==> src/rtl/control_fsm_pkg.sv <==
// rv32_ctrl_pkg: state enum, opcodes, ALU codes and mux-select encodings shared by the moka_rv32 controller and datapath
package rv32_ctrl_pkg;
  typedef enum logic [3:0] {
    S_FETCH, S_DECODE, S_MEMADR, S_MEMREAD, S_MEMWB, S_MEMWRITE,
    S_EXECUTER, S_EXECUTEI, S_ALUWB, S_BEQ, S_JAL, S_TRAP
  } state_t;
  localparam logic [6:0] OP_LW  = 7'b0000011;
  localparam logic [6:0] OP_SW  = 7'b0100011;
  localparam logic [6:0] OP_R   = 7'b0110011;
  localparam logic [6:0] OP_I   = 7'b0010011;
  localparam logic [6:0] OP_BEQ = 7'b1100011;
  localparam logic [6:0] OP_JAL = 7'b1101111;
  localparam logic [2:0] ALU_ADD = 3'b000;
  localparam logic [2:0] ALU_SUB = 3'b001;
  localparam logic [2:0] ALU_AND = 3'b010;
  localparam logic [2:0] ALU_OR  = 3'b011;
  localparam logic [2:0] ALU_SLT = 3'b101;
  localparam logic [1:0] ALUOP_ADD   = 2'b00;
  localparam logic [1:0] ALUOP_SUB   = 2'b01;
  localparam logic [1:0] ALUOP_FUNCT = 2'b10;
  localparam logic ADR_PC     = 1'b0;
  localparam logic ADR_RESULT = 1'b1;
  localparam logic [1:0] RES_ALUOUT = 2'b00;
  localparam logic [1:0] RES_DATA   = 2'b01;
  localparam logic [1:0] RES_ALU    = 2'b10;
  localparam logic [1:0] A_PC    = 2'b00;
  localparam logic [1:0] A_OLDPC = 2'b01;
  localparam logic [1:0] A_RS1   = 2'b10;
  localparam logic [1:0] B_RS2  = 2'b00;
  localparam logic [1:0] B_IMM  = 2'b01;
  localparam logic [1:0] B_FOUR = 2'b10;
  localparam logic [1:0] IMM_I = 2'b00;
  localparam logic [1:0] IMM_S = 2'b01;
  localparam logic [1:0] IMM_B = 2'b10;
  localparam logic [1:0] IMM_J = 2'b11;
  function automatic logic [1:0] imm_src_of(input logic [6:0] op);
    return op == OP_SW ? IMM_S : op == OP_BEQ ? IMM_B : op == OP_JAL ? IMM_J : IMM_I;
  endfunction
endpackage

==> src/rtl/control_fsm_if.sv <==
// control_fsm_if: controller<->datapath bundle; master = controller (in: en/op/funct3/funct7b5/zero, out: strobes, mux selects, ALU control, illegal), slave = datapath
interface control_fsm_if;
  logic       en;
  logic [6:0] op;
  logic [2:0] funct3;
  logic       funct7b5;
  logic       zero;
  logic       pc_write;
  logic       adr_src;
  logic       mem_write;
  logic       ir_write;
  logic       reg_write;
  logic [1:0] result_src;
  logic [1:0] alu_src_a;
  logic [1:0] alu_src_b;
  logic [1:0] imm_src;
  logic       alu_en;
  logic [2:0] alu_control;
  logic       illegal;
  modport master (
    input  en, op, funct3, funct7b5, zero,
    output pc_write, adr_src, mem_write, ir_write, reg_write, result_src,
           alu_src_a, alu_src_b, imm_src, alu_en, alu_control, illegal
  );
  modport slave (
    output en, op, funct3, funct7b5, zero,
    input  pc_write, adr_src, mem_write, ir_write, reg_write, result_src,
           alu_src_a, alu_src_b, imm_src, alu_en, alu_control, illegal
  );
endinterface

==> src/rtl/control_fsm_alu_decoder.sv <==
// alu_decoder: maps alu_op/funct3/op5/funct7b5 to alu_control and flags unsupported funct3 as illegal_funct (combinational)
module alu_decoder
  import rv32_ctrl_pkg::*;
(
  input  logic [1:0] alu_op,
  input  logic [2:0] funct3,
  input  logic       op5,
  input  logic       funct7b5,
  output logic [2:0] alu_control,
  output logic       illegal_funct
);
  always_comb begin
    illegal_funct = 1'b0;
    alu_control   = ALU_ADD;
    if (alu_op == ALUOP_SUB) alu_control = ALU_SUB;
    else if (alu_op == ALUOP_FUNCT)
      case (funct3)
        3'b000:  alu_control = (op5 & funct7b5) ? ALU_SUB : ALU_ADD;
        3'b010:  alu_control = ALU_SLT;
        3'b110:  alu_control = ALU_OR;
        3'b111:  alu_control = ALU_AND;
        default: illegal_funct = 1'b1;
      endcase
  end
endmodule

==> src/rtl/control_fsm.sv <==
// control_fsm: multicycle moka_rv32 controller; clk, async active-low rstn, bus (master modport) carrying en/op/funct3/funct7b5/zero in and strobes, mux selects, ALU control and illegal out
module control_fsm
  import rv32_ctrl_pkg::*;
(
  input logic           clk,
  input logic           rstn,
  control_fsm_if.master bus
);
  state_t     state_q, state_d;
  logic       pc_update, branch, ir_w, mem_w, reg_w, adr_src, illegal_funct, go;
  logic [1:0] result_src, src_a, src_b, alu_op;
  logic [2:0] alu_control;
  assign alu_op = (state_q == S_EXECUTER || state_q == S_EXECUTEI) ? ALUOP_FUNCT :
                  (state_q == S_BEQ) ? ALUOP_SUB : ALUOP_ADD;
  alu_decoder u_dec (
    .alu_op       (alu_op),
    .funct3       (bus.funct3),
    .op5          (bus.op[5]),
    .funct7b5     (bus.funct7b5),
    .alu_control  (alu_control),
    .illegal_funct(illegal_funct)
  );
  always_comb begin
    state_d    = state_q;
    pc_update  = 1'b0;
    branch     = 1'b0;
    ir_w       = 1'b0;
    mem_w      = 1'b0;
    reg_w      = 1'b0;
    adr_src    = ADR_PC;
    result_src = RES_ALUOUT;
    src_a      = A_PC;
    src_b      = B_RS2;
    case (state_q)
      S_FETCH: begin
        ir_w       = 1'b1;
        pc_update  = 1'b1;
        src_b      = B_FOUR;
        result_src = RES_ALU;
        state_d    = S_DECODE;
      end
      S_DECODE: begin
        src_a   = A_OLDPC;
        src_b   = B_IMM;
        state_d = (bus.op == OP_LW || bus.op == OP_SW) ? S_MEMADR :
                  (bus.op == OP_R)   ? S_EXECUTER :
                  (bus.op == OP_I)   ? S_EXECUTEI :
                  (bus.op == OP_BEQ) ? S_BEQ :
                  (bus.op == OP_JAL) ? S_JAL : S_TRAP;
      end
      S_MEMADR: begin
        src_a   = A_RS1;
        src_b   = B_IMM;
        state_d = (bus.op == OP_LW) ? S_MEMREAD : S_MEMWRITE;
      end
      S_MEMREAD: begin
        adr_src = ADR_RESULT;
        state_d = S_MEMWB;
      end
      S_MEMWB: begin
        result_src = RES_DATA;
        reg_w      = 1'b1;
        state_d    = S_FETCH;
      end
      S_MEMWRITE: begin
        adr_src = ADR_RESULT;
        mem_w   = 1'b1;
        state_d = S_FETCH;
      end
      S_EXECUTER: begin
        src_a   = A_RS1;
        state_d = illegal_funct ? S_TRAP : S_ALUWB;
      end
      S_EXECUTEI: begin
        src_a   = A_RS1;
        src_b   = B_IMM;
        state_d = illegal_funct ? S_TRAP : S_ALUWB;
      end
      S_ALUWB: begin
        reg_w   = 1'b1;
        state_d = S_FETCH;
      end
      S_BEQ: begin
        src_a   = A_RS1;
        branch  = 1'b1;
        state_d = S_FETCH;
      end
      S_JAL: begin
        src_a     = A_OLDPC;
        src_b     = B_FOUR;
        pc_update = 1'b1;
        state_d   = S_ALUWB;
      end
      default: state_d = S_TRAP;
    endcase
  end
  always_ff @(posedge clk or negedge rstn)
    if (!rstn) state_q <= S_FETCH;
    else if (bus.en) state_q <= state_d;
  // rstn gates the strobes combinationally so FETCH's ir_write/pc_write stay quiet while held in reset
  assign go               = rstn & bus.en;
  assign bus.pc_write     = go & (pc_update | (branch & bus.zero));
  assign bus.ir_write     = go & ir_w;
  assign bus.mem_write    = go & mem_w;
  assign bus.reg_write    = go & reg_w;
  assign bus.adr_src      = adr_src;
  assign bus.result_src   = result_src;
  assign bus.alu_src_a    = src_a;
  assign bus.alu_src_b    = src_b;
  assign bus.imm_src      = imm_src_of(bus.op);
  assign bus.alu_en       = rstn & (state_q != S_TRAP);
  assign bus.alu_control  = rstn ? alu_control : ALU_ADD;
  assign bus.illegal      = rstn & ((state_q == S_TRAP) | illegal_funct);
endmodule

==> src/flat_wrapper.sv <==
// flat-port wrapper written by rule: the top's interface ports become plain ports
module control_fsm_flat import rv32_ctrl_pkg::*;
  (clk, rstn, bus_en, bus_op, bus_funct3, bus_funct7b5, bus_zero, bus_pc_write, bus_adr_src, bus_mem_write, bus_ir_write, bus_reg_write, bus_result_src, bus_alu_src_a, bus_alu_src_b, bus_imm_src, bus_alu_en, bus_alu_control, bus_illegal);
  control_fsm_if bus_i ();
  input logic clk;
  input logic rstn;
  input wire logic [$bits(bus_i.en)-1:0] bus_en;
  input wire logic [$bits(bus_i.op)-1:0] bus_op;
  input wire logic [$bits(bus_i.funct3)-1:0] bus_funct3;
  input wire logic [$bits(bus_i.funct7b5)-1:0] bus_funct7b5;
  input wire logic [$bits(bus_i.zero)-1:0] bus_zero;
  output wire logic [$bits(bus_i.pc_write)-1:0] bus_pc_write;
  output wire logic [$bits(bus_i.adr_src)-1:0] bus_adr_src;
  output wire logic [$bits(bus_i.mem_write)-1:0] bus_mem_write;
  output wire logic [$bits(bus_i.ir_write)-1:0] bus_ir_write;
  output wire logic [$bits(bus_i.reg_write)-1:0] bus_reg_write;
  output wire logic [$bits(bus_i.result_src)-1:0] bus_result_src;
  output wire logic [$bits(bus_i.alu_src_a)-1:0] bus_alu_src_a;
  output wire logic [$bits(bus_i.alu_src_b)-1:0] bus_alu_src_b;
  output wire logic [$bits(bus_i.imm_src)-1:0] bus_imm_src;
  output wire logic [$bits(bus_i.alu_en)-1:0] bus_alu_en;
  output wire logic [$bits(bus_i.alu_control)-1:0] bus_alu_control;
  output wire logic [$bits(bus_i.illegal)-1:0] bus_illegal;
  assign bus_i.en = bus_en;
  assign bus_i.op = bus_op;
  assign bus_i.funct3 = bus_funct3;
  assign bus_i.funct7b5 = bus_funct7b5;
  assign bus_i.zero = bus_zero;
  assign bus_pc_write = bus_i.pc_write;
  assign bus_adr_src = bus_i.adr_src;
  assign bus_mem_write = bus_i.mem_write;
  assign bus_ir_write = bus_i.ir_write;
  assign bus_reg_write = bus_i.reg_write;
  assign bus_result_src = bus_i.result_src;
  assign bus_alu_src_a = bus_i.alu_src_a;
  assign bus_alu_src_b = bus_i.alu_src_b;
  assign bus_imm_src = bus_i.imm_src;
  assign bus_alu_en = bus_i.alu_en;
  assign bus_alu_control = bus_i.alu_control;
  assign bus_illegal = bus_i.illegal;
  control_fsm u_core (.clk(clk), .rstn(rstn), .bus(bus_i));
endmodule
==> config.mk <==
export PLATFORM = sky130hd
export DESIGN_NAME = control_fsm_flat
export DESIGN_NICKNAME = d
export VERILOG_FILES = /design/src/rtl/control_fsm_pkg.sv /design/src/rtl/control_fsm_if.sv /design/src/rtl/control_fsm_alu_decoder.sv /design/src/rtl/control_fsm.sv /design/src/flat_wrapper.sv
export SDC_FILE = /design/constraint.sdc
export NUM_CORES = 1
export LEC_CHECK = 0
export ABC_AREA = 1
export CAP_MARGIN = 20
export CORE_ASPECT_RATIO = 1.1
export CORE_MARGIN = 1.5
export CORE_UTILIZATION = 34
export DETAILED_ROUTE_END_ITERATION = 8
export PLACE_DENSITY = 0.72
export SLEW_MARGIN = 20
export SYNTH_ARGS = -nofsm -noshare
export SYNTH_HDL_FRONTEND = slang
export SYNTH_SLANG_ARGS = --single-unit
==> constraint.sdc <==
create_clock -name clk -period 1.2 [get_ports clk]
set_clock_uncertainty 0.1 [all_clocks]
set_input_delay 0.18 -clock clk [delete_from_list [all_inputs] [get_ports clk]]
set_output_delay 0.18 -clock clk [all_outputs]
set_load 0.1 [all_outputs]
==> metrics.md, run 1 <==
| Metric | Value |
|---|---|
| Syn avg cell area | 5.092 um2 |
| Synth unique cells | 15 |
| Post-Synth Simple-Gate Area | a little under three fifths |
| Starting Density | approximately 37% |
| Post-Syn Nets | 130 |
| Die Ht | about 47 um |
| Post-DP HPWL | between 2000 and 3000 um |
| Cell Area, Synth | 585.6 um2 |
| Rows | 15 |
| Largest family of logic cells by synthesized area | simple AND/OR/NAND/NOR gates |
| Synth Area in Adders | 0% |
| Tool Error | [ERROR DPL-0033] detailed placement checks failed during check placement. |
| Post-synthesis mux area share | 0% |
| Chip width | about 43 um |
| Top Ports | 33 |
| Halt Stage | detailed placement (3_5_place_dp) |
| IO Port Bufs | 32 |
| Seq cells post-synth | 4 |
| Post-Synth XOR/XNOR Area | 0% |
| Post-synthesis sequential area ratio | between 10% and 20% |
| Cells after Synth | ~120 |
| GPL Wtd Cong | 0.8770 |
| YS warnings | 0 |
| Status | aborted with a tool error |
| Compound-cell area share of the yosys netlist | 12.82% |
==> kinds of logic after synthesis <==
family / after synthesis
AOI/OAI and AO/OA: 14
buffers and inverters: 21
DFF: 4
and+or+nand+nor: 76
==> cells in the mapped netlist <==
cell      count  area, um2
inv_1        16      60.06
inv_2         5      18.77
nand2_1      28      105.1
o21ai_0       2      10.01
nor2_4        2      22.52
nor2_1       27      101.4
a21oi_1       9      45.04
a211oi_1      1      7.510
nand3_1      11      55.05
nor3_1        2      10.01
o21ai_1       1      5.000
o211ai_1      1      7.510
nor2_2        3      18.77
dfrtp_1       4      100.1
nand2_2       3      18.77
==> metrics by stage <==
step	TNS (ns)	hold slack [ns]	instance area, um2	cells
global placement	-7.401	0.4222	1549	197
floorplan	-8.067	-0.2156	779.5	115
==> inputs of run 2 (changes only) <==
CORE_AREA = 2 2 63 65   (was unset)
CORE_ASPECT_RATIO = unset   (was 1.1)
CORE_MARGIN = unset   (was 1.5)
CORE_UTILIZATION = unset   (was 34)
DIE_AREA = 0 0 65 67   (was unset)
PLACE_DENSITY = unset   (was 0.72)
PLACE_DENSITY_LB_ADDON = 0.15   (was unset)
clock period = 1.56 ns   (was 1.2 ns; I/O delays follow)
==> run 2 against run 1 <==
Effect of this change: the flow now finishes, with violations (setup timing); synthesized cell count unchanged; synthesized area unchanged.
==> metrics.md, run 2 <==
| Metric | Value |
|---|---|
| Met2 Track Usage GR | around a quarter |
| Slew headroom | 81.46% |
| Via/cell ratio | between 4 and 5 |
| Starting Density | 16.24% |
| Post-synth top area cell | nand2_1 |
| CP delay by family, top | flip-flops |
| Final hold slack | 0.07811 ns |
| Layout cell share with drive strength beyond 1 | 58.60% |
| Post-DP HPWL | 1966 um |
| Post-synth ARST share | 100.0% |
| Setup violators final | 18 |
| Sequential share of power | 6.7% |
| Max FFs per register | 4 |
| Fillers | 350 |
| Final slew viol count | 0 |
| Post-Syn Nets | 130 |
| Maximum VDD drop | 0.6802 mV |
| Clock latency on the worst-skew pair | 0.21 ns |
| Met1 Resource Use GR | 13.26% |
| CP bufs+invs | 2 |
| CTS max path bufs | 2 |
| DR vias | 941 |
| Fmax | 0.5472 GHz |
| Clk root buf | clkbuf_8 |
| Clk slew on worst S/H paths | around 0.030 ns |
| Clock Sinks | 4 |
| Failing checks | setup timing |
| Busiest grt layer | met2 |
| Initial antenna violation count | 0 |
| Crit share post-route | 117.1% |
| Vias in the first global route | 971 |
| P per Cell Area | 2086 mW/mm2 |
| # DRC | 0 |
| Synth cell count leaders | nand2_1, nor2_1, inv_1, nand3_1, a21oi_1 |
| RSZ-0062 raised after global routing | yes |
| Rows | 22 |
| Total Power | 3599 uW |
| Worst EP arrival | about 1.5 ns |
| Largest Register | u_core.state_q |
| Regs by FF count | u_core.state_q (4) |
| Initial DRC Count | 6 |
| Largest net degree at the start of global routing | 6 |
| Worst Tran Pin Value | 0.2776 ns |
| Setup TNS | -3.144 ns |
| Period minus WS final | 1.827 ns |
| Cell Area, Synth | 585.6 um2 |
| Top-count cell post-synth | nand2_1 |
| GR Util met3 | 1.520% |
| First-pass GRT wire length | 4188 um |
| Pre-antenna DRT Iters | 4 |
| Slowest stage delay, CP | 0.43 ns |
| Number of synthesized flops with an enable pin | 0 |
| Share of Yosys cell area claimed by the top area cell type | around 18% |
| Crit start category | flip-flop |
| Leak | 0.0007728 uW |
| Grt total ovfl | 0 |
| Crit end category | primary output |
| Gate power share | around 88% |
| MaxCap Viol Count | 0 |
| Critical Path Fanout Max | 4 |
| CTS Buf Count | 3 |
| Cells after Synth | between 100 and 150 |
| Hold Fails Final Rpt | 0 |
| Die Ht | 67 um |
| NumNets Final | around 200 |
| Synth unique cells | 15 |
| Post-route setup slack | -0.2673 ns |
| Htree depth | 1 |
| Area of the die | around 0.0044 mm2 |
| Placed Area | 0.001486 mm2 |
| WL final | 2371 um |
| Worst path slowest cell | dfrtp_1 |
| WP data required | 1.23 ns |
| YS warnings | 0 |
| Core ar. | 0.003606 mm2 |
| Most frequent cells in the layout | buf_4, nor2_1, buf_12 |
| Hold_buf cts | 0 |
| Largest cells by area after synthesis | nand2_1, nor2_1, dfrtp_1 |
| Hold Path Class | in2async |
| Post-synthesis sequential area ratio | approximately 17% |
| CP Class | reg2out |
| Post-route cell area | 0.001725 mm2 |
| Most common cell after layout, fill and taps aside | buf_4 |
| NetSw | approximately 2000 uW |
| Top Ports | 33 |
| Cell Int Power | ~1600 uW |
| Primary FF master, synth | dfrtp_1 |
| CTS tree | done |
| P&R area growth vs syn | 194.7% |
| Post-route ant nets | 0 |
| Chip width | around 65 um |
| All-Layer GR Usage | between 10% and 20% |
| Avg WL per Cell | approximately 10 um |
| GPL Wtd Cong | a little under 0.9 |
| IO Port Bufs | 32 |
| Finished Core Util | 47.85% |
| Worst-path cell chain | buf_4, nand2_8, nor2_4, nand2_2, a21oi_4, buf_12 |
| Syn avg cell area | 5.092 um2 |
| Status | complete, but fails checks |
| Clock share of power | 5.7% |
| Diode count | 0 |
| Sw frac | 56.30% |
| Seq cells post-synth | 4 |
==> run 2: cell counts after synthesis <==
Identical to the previous run, type by type.
==> run 2: logic make-up after synthesis <==
logic type / synth area share, %
flops: 17.09
compound gates: 12.82
simple gates: 56.62
buf+inv: 13.46
==> run 2: power by group through the flow <==
stage,Sequential [uW],Combinational [uW],Clock [uW]
after floorplan,228,1670,0
after global placement,224,2720,0
after detailed placement,224,2730,0
after CTS,228,2940,212
after global routing,250,3310,218
final,242,3150,207
==> run 2: final cells by class <==
class	instances	area (um2)	share of cell area, %
repair buffers	68	800.8	46.41
clock buffers	3	41.29	2.393
well taps	48	60.06	3.481
inverters	21	85.08	4.931
multi-input cells	90	638.1	36.98
flip-flops and latches	4	100.1	5.801
==> run 2: metal layers <==
| layer | part of all wire, % | vias to the layer above |
|---|---|---|
| li1 | - | 499 |
| met2 | 58 | 22 |
| met4 | 0.59 | 0 |
| met5 | 0 | - |
| met3 | 4.0 | 2 |
| met1 | 38 | 418 |
==> run 2: worst register-to-register path, delay by kind of cell (launching register included) <==
kind                   cells  cell delay, ns
and+or+nand+nor            5            0.43
AOI/OAI and AO/OA          1            0.14
buffers and inverters      3            0.45
DFF                        1            0.43
==> run 2: final timing paths <==
path	from	to	slack [ns]	cells past startpoint
setup / recovery	u_core.state_q[2]	bus_illegal	-0.27	6
hold / removal	rstn	u_core.state_q[0]	0.08	2
setup reg to reg	u_core.state_q[2]	u_core.state_q[0]	-0.09	9
hold reg to reg	u_core.state_q[2]	u_core.state_q[2]	0.62	3
max in group asynchronous	rstn	u_core.state_q[3]	1.18	2
min in group clk	bus_op[6]	u_core.state_q[2]	0.60	7
==> run 2: per-stage QoR <==
stage	instances	worst slack, ns
CTS	230	-0.2520
global placement	223	-0.2357
floorplan	115	-0.8174
detailed placement	223	-0.2072
finish	234	-0.2673
global route	234	-0.3462
==> run 2: timing repair <==
item,4_1_cts,5_1_grt
pin swaps,10,5
buffers inserted,4,4
resized for setup,32,14
setup endpoints to repair,18,18
Power figures use the tool's default switching activity.
==> inputs of run 3 (changes only) <==
CELL_PAD_IN_SITES_DETAIL_PLACEMENT = 2   (was unset)
CELL_PAD_IN_SITES_GLOBAL_PLACEMENT = 2   (was unset)
CORE_AREA = unset   (was 2 2 63 65)
CORE_MARGIN = 1.5   (was unset)
CORE_UTILIZATION = 16   (was unset)
DIE_AREA = unset   (was 0 0 65 67)
==> run 3 against run 2 <==
Effect of this change: the flow still finishes with violations (setup timing); combinational power rose by 18%; critical endpoint is now bus_alu_src_b[0]; sequential power rose by 9.1%; die area fell by 7.4%.
==> metrics.md, run 3 (synthesis results as in run 2) <==
| Metric | Value |
|---|---|
| NumNets Final | 210 |
| Cell Int Power | 1647 uW |
| # DRC | 0 |
| Largest net degree at the start of global routing | 6 |
| Crit path from | u_core.state_q[3] |
| Chip width | around 63 um |
| CP Class | reg2out |
| Final non-filler cell total | 239 |
| Clock latency on the worst-skew pair | 0.25 ns |
| First-pass GRT wire length | 6982 um |
| Final slew viol count | 0 |
| Max FFs per register | 4 |
| Worst R2R Start | u_core.state_q[2] |
| Area of the die | 0.004032 mm2 |
| NetSw | 2480 uW |
| RSZ-0062 raised after global routing | yes |
| Finished Core Util | roughly 54% |
| Status | complete, but fails checks |
| Avg WL per Cell | 23.79 um |
| Worst Tran Pin Value | 0.2729 ns |
| Gate power share | between 90 and 100% |
| Post-DP HPWL | between 3000 and 4000 um |
| MaxCap Viol Count | 0 |
| Pre-antenna DRT Iters | 4 |
| Sequential share of power | 6.4% |
| Fillers | 370 |
| Post-route ant nets | 0 |
| Worst EP arrival | 1.63 ns |
| Leak | between 0.0008 and 0.0009 uW |
| Slowest stage delay, CP | 0.39 ns |
| Register area | 102.6 um2 |
| Crit share post-route | 126.1% |
| Clk slew on worst S/H paths | 0.04 ns |
| Hold Fails Final Rpt | 0 |
| CTS max path bufs | 2 |
| P&R area growth vs syn | 213.2% |
| Grt total ovfl | 0 |
| Diode count | 0 |
| Reg2reg path depth | 9 |
| Core ar. | 0.003416 mm2 |
| CTS Buf Count | 3 |
| CP delay by family, top | buffers and inverters |
| Worst path slowest cell | dfrtp_1 |
| Critical Path Fanout Max | 3 |
| Post-place setup slack | -0.3375 ns |
| Post-route setup slack | -0.4072 ns |
| WP depth | 7 |
| Fmax | between 0.5 and 0.6 GHz |
| All-Layer GR Usage | 22.90% |
| GPL Wtd Cong | 0.7380 |
| WL final | 5687 um |
| Most common cell after layout, fill and taps aside | buf_4 |
| Via/cell ratio | 4.753 |
| Period minus WS final | slightly below 2 ns |
| Regs by FF count | u_core.state_q (4) |
| Most frequent cells in the layout | buf_4, buf_12, nand2_1, nor2_4, nor2_1 |
| Crit start category | flip-flop |
| Initial antenna violation count | 0 |
| WP data required | 1.23 ns |
| Htree depth | 1 |
| CTS tree | done |
| Rows | 21 |
| Top Ports | 33 |
| Worst-path cell chain | buf_6, nor2_4, inv_2, nor2_4, inv_2, o211ai_1, clkbuf_16 |
| Failing checks | setup timing |
| Initial DRC Count | 23 |
| Clock share of power | 3.3% |
| Clk root buf | clkbuf_4 |
| Die Ht | approximately 63 um |
| Setup TNS | -5.520 ns |
| Setup violators final | 20 |
| Placed insts | around 220 |
| Area of the multi-input gates | roughly 710 um2 |
| Slew headroom | 81.74% |
| Clock Sinks | 4 |
| CP bufs+invs | 4 |
| Hold_buf cts | 0 |
| Vias in the first global route | 1,237 |
| Register-to-register setup slack | -0.23 ns |
| Starting Density | 17.14% |
| Layout cell share with drive strength beyond 1 | 66.32% |
| P per Cell Area | 2250 mW/mm2 |
| Hold Path Class | in2async |
| Reg2Reg Capture Point | u_core.state_q[0] |
| DR vias | 1,136 |
| Sw frac | 60.09% |
| IO Port Bufs | 32 |
| Crit end category | primary output |
| Maximum VDD drop | 1.356 mV |
| Setup crit end | bus_alu_src_b[0] |
| Largest Register | u_core.state_q |
[run 3: cell count changes in the layout (fill, tap and decap cells not counted), moves of 2 or more]
cell,change
nor2_1,-5
nor2_4,+5
buf_4,+4
buf_6,+4
clkbuf_4,+3
clkbuf_8,-3
nand2_4,+3
a21oi_1,-2
dfrtp_1,-2
dfrtp_2,+2
inv_1,-2
inv_2,+2
nand2_2,-2
[run 3: power by group through the flow]
stage	Clock, uW	Sequential [uW]	Combinational [uW]
6_report	135	264	3730
2_1_floorplan	0	228	1670
5_1_grt	143	269	3830
4_1_cts	130	245	3230
3_5_place_dp	0	229	2850
3_3_place_gp	0	221	2730
[run 3: timing repair]
action                                  CTS  global route
endpoints found under the setup margin   21            22
gates cloned                              0             0
pin swaps                                15            11
resized for setup                        45            27
setup buffers                             7             6
[run 3: through the flow]
stage / instance area [um2] / hold slack [ns] / power (uW)
after global routing: 1834 / 0.05701 / 4244
after detailed placement: 1499 / 0.5307 / 3079
final: 1834 / 0.03533 / 4127
after global placement: 1499 / 0.5239 / 2955
after CTS: 1684 / 0.03336 / 3603
after floorplan: 715.7 / -0.1616 / 1893
[run 3: worst reg2reg max path: stages, from the launching register on]
cell	delay, ns
dfrtp_2	0.46
buf_6	0.16
nand2_8	0.08
nor2_4	0.22
nand2_2	0.12
buf_4	0.16
buf_4	0.14
nand2_4	0.07
nor2_1	0.06
a21oi_2	0.14
[run 3: final cells by class]
cell class	instances	share of cell area, %
Timing Repair Buffer	75	46.66
Inverter	21	4.638
Multi-Input combinational cell	90	38.74
Clock buffer	3	1.228
Tap cell	46	3.138
Sequential cell	4	5.593
[run 3: per-layer routing]
layer  track usage [%]  routed length, um  vias up
met3             1.607                239       18
met4             7.065                249        0
met2             45.92               3070       47
li1                  -                  -      514
met5                 0                  0        -
met1             24.95               2126      557
[run 3: worst min path at each step]
stage / cells after the start / startpoint / slack, ns / end
finish: 2 / rstn / 0.04 / u_core.state_q[2]
global route: 2 / rstn / 0.06 / u_core.state_q[2]
CTS: 2 / rstn / 0.03 / u_core.state_q[2]
detailed placement: 2 / rstn / 0.53 / u_core.state_q[2]
global placement: 2 / rstn / 0.52 / u_core.state_q[2]
floorplan: 0 / rstn / -0.16 / u_core.state_q[0]
==> inputs of run 4 (changes only) <==
REMOVE_ABC_BUFFERS = 1   (was unset)
==> run 4 against run 3 <==
Effect of this change: critical path depth decreased by 2; the flow still finishes with violations (setup timing); count of clock-buffer cells in the layout unchanged; sequential power increased by 13%; critical path type unchanged; non-clock buffer count increased by 10; core utilization decreased by 0.44 points; global-route usage decreased by 1.2 points; combinational power decreased by 8.0%; via count increased by 3.2%.
==> metrics.md, run 4 (synthesis results as in run 2) <==
| Metric | Value |
|---|---|
| GPL Wtd Cong | 0.8338 |
| Diode count | 0 |
| Clock Sinks | 4 |
| Fmax | between 0.4 and 0.5 GHz |
| P&R area growth vs syn | 210.7% |
| Most frequent cells in the layout | buf_4, nor2_1, buf_12 |
| Worst Tran Pin Value | slightly below 0.3 ns |
| Placed Area | ~0.0014 mm2 |
| Grt total ovfl | 0 |
| Final slew viol count | 0 |
| Fillers | 373 |
| Failing checks | setup timing |
| Post-DP HPWL | 2651 um |
| Crit end category | primary output |
| Via/cell ratio | between 4 and 5 |
| Crit start category | flip-flop |
| Worst EP arrival | 1.67 ns |
| Clk root buf | clkbuf_4 |
| Status | complete, but fails checks |
| Pre-antenna DRT Iters | 4 |
| Worst-path cell chain | nor2_2, inv_1, a211oi_2, buf_4, buf_12 |
| Post-route setup slack | -0.4473 ns |
| Leak | 0.0008481 uW |
| MaxCap Viol Count | 0 |
| WL met1 | between 2000 and 2500 um |
| CTS Buf Count | 3 |
| Core ar. | 0.003416 mm2 |
| Layout cell share with drive strength beyond 1 | 64.04% |
| Placed insts | 224 |
| Routed met2 length | slightly above 3000 um |
| DR vias | around 1,200 |
| NumNets Final | 220 |
| Largest net degree at the start of global routing | 7 |
| Met3 wire length | roughly 150 um |
| IO Port Bufs | 32 |
| Die Ht | 63.50 um |
| CP Class | reg2out |
| Period minus WS final | 2.007 ns |
| Regs by FF count | u_core.state_q (4) |
| Largest Register | u_core.state_q |
| Final hold slack | 0.3555 ns |
| Most common cell after layout, fill and taps aside | buf_4 |
| Slew headroom | 80.40% |
| Post-place setup slack | -0.2904 ns |
| Rows | 21 |
| CTS tree | done |
| Htree depth | 1 |
| P per Cell Area | between 2000 and 2500 mW/mm2 |
| Final non-filler cell total | 249 |
| Chip width | 63.50 um |
| Post-route ant nets | 0 |
| WL final | around 5500 um |
| Area of the die | 0.004032 mm2 |
| Initial antenna violation count | 0 |
| Avg WL per Cell | 22.12 um |
| Worst path slowest cell | dfrtp_2 |
| All-Layer GR Usage | between 20% and 30% |
| Max FFs per register | 4 |
| Maximum VDD drop | 1.021 mV |
| Critical Path Fanout Max | 6 |
| Hold Fails Final Rpt | 0 |
| RSZ-0062 raised after global routing | yes |
| Starting Density | 17.14% |
| Clock latency on the worst-skew pair | 0.25 ns |
| Vias in the first global route | 1,259 |
| Setup TNS | -5.547 ns |
| Top Ports | 33 |
| Post-route cell area | 0.001819 mm2 |
| Max layer used | met4 |
| Crit share post-route | 128.7% |
| # DRC | 0 |
| Clk slew on worst S/H paths | 0.04 ns |
| WP data required | 1.23 ns |
| First-pass GRT wire length | 6803 um |
| Initial DRC Count | 16 |
| Hold Path Class | in2async |
| CTS max path bufs | 2 |
| Slowest stage delay, CP | roughly 0.5 ns |
| Setup violators final | 21 |
run 4: metrics by stage:
step / utilization [%] / total power [uW]
2_1_floorplan: - / 1705
3_3_place_gp: 40.29 / 2775
3_5_place_dp: 40.29 / 2848
4_1_cts: 47.84 / 3255
5_1_grt: 53.26 / 4011
6_report: 53.26 / 3873
run 4: area by class of cell:
type	count	area (um2)	area share [%]
well taps	46	57.56	3.164
repair buffers	85	934.6	51.38
inverters	21	88.84	4.883
flip-flops and latches	4	105.1	5.777
multi-input cells	90	610.6	33.56
clock buffers	3	22.52	1.238
run 4: where the power goes:
part	internal (uW)	total, uW	switching (uW)
clock	86.9	142	55.3
sequential	166	299	133
combinational	1320	3430	2110
run 4: path summary, 6_finish.rpt:
kind	slack, ns	startpoint	endpoint	cells past startpoint
setup reg to reg	-0.20	u_core.state_q[3]	u_core.state_q[3]	11
setup / recovery	-0.45	u_core.state_q[0]	bus_reg_write	5
hold reg to reg	0.66	u_core.state_q[2]	u_core.state_q[2]	3
max in group asynchronous	0.89	rstn	u_core.state_q[0]	3
hold / removal	0.36	rstn	u_core.state_q[3]	3
min in group clk	0.60	bus_op[5]	u_core.state_q[2]	7
run 4: critical path, delay by kind of cell (launching register included):
| family | cells | cell delay (ns) |
|---|---|---|
| compound gates | 1 | 0.25 |
| flops | 1 | 0.50 |
| buf+inv | 3 | 0.47 |
| simple gates | 1 | 0.21 |
run 4: metal layers:
metal	GRT usage (%)	up-vias
li1	-	538
met1	25.67	577
met2	42.37	43
met3	0.8929	14
met4	4.891	0
met5	0	-
run 4: repair_timing:
action / CTS / global route
pin swaps: 12 / 14
setup endpoints to repair: 18 / 22
gates resized for setup: 50 / 39
hold buffers: 0 / 0
buffers inserted: 14 / 10
cloned: 0 / 0
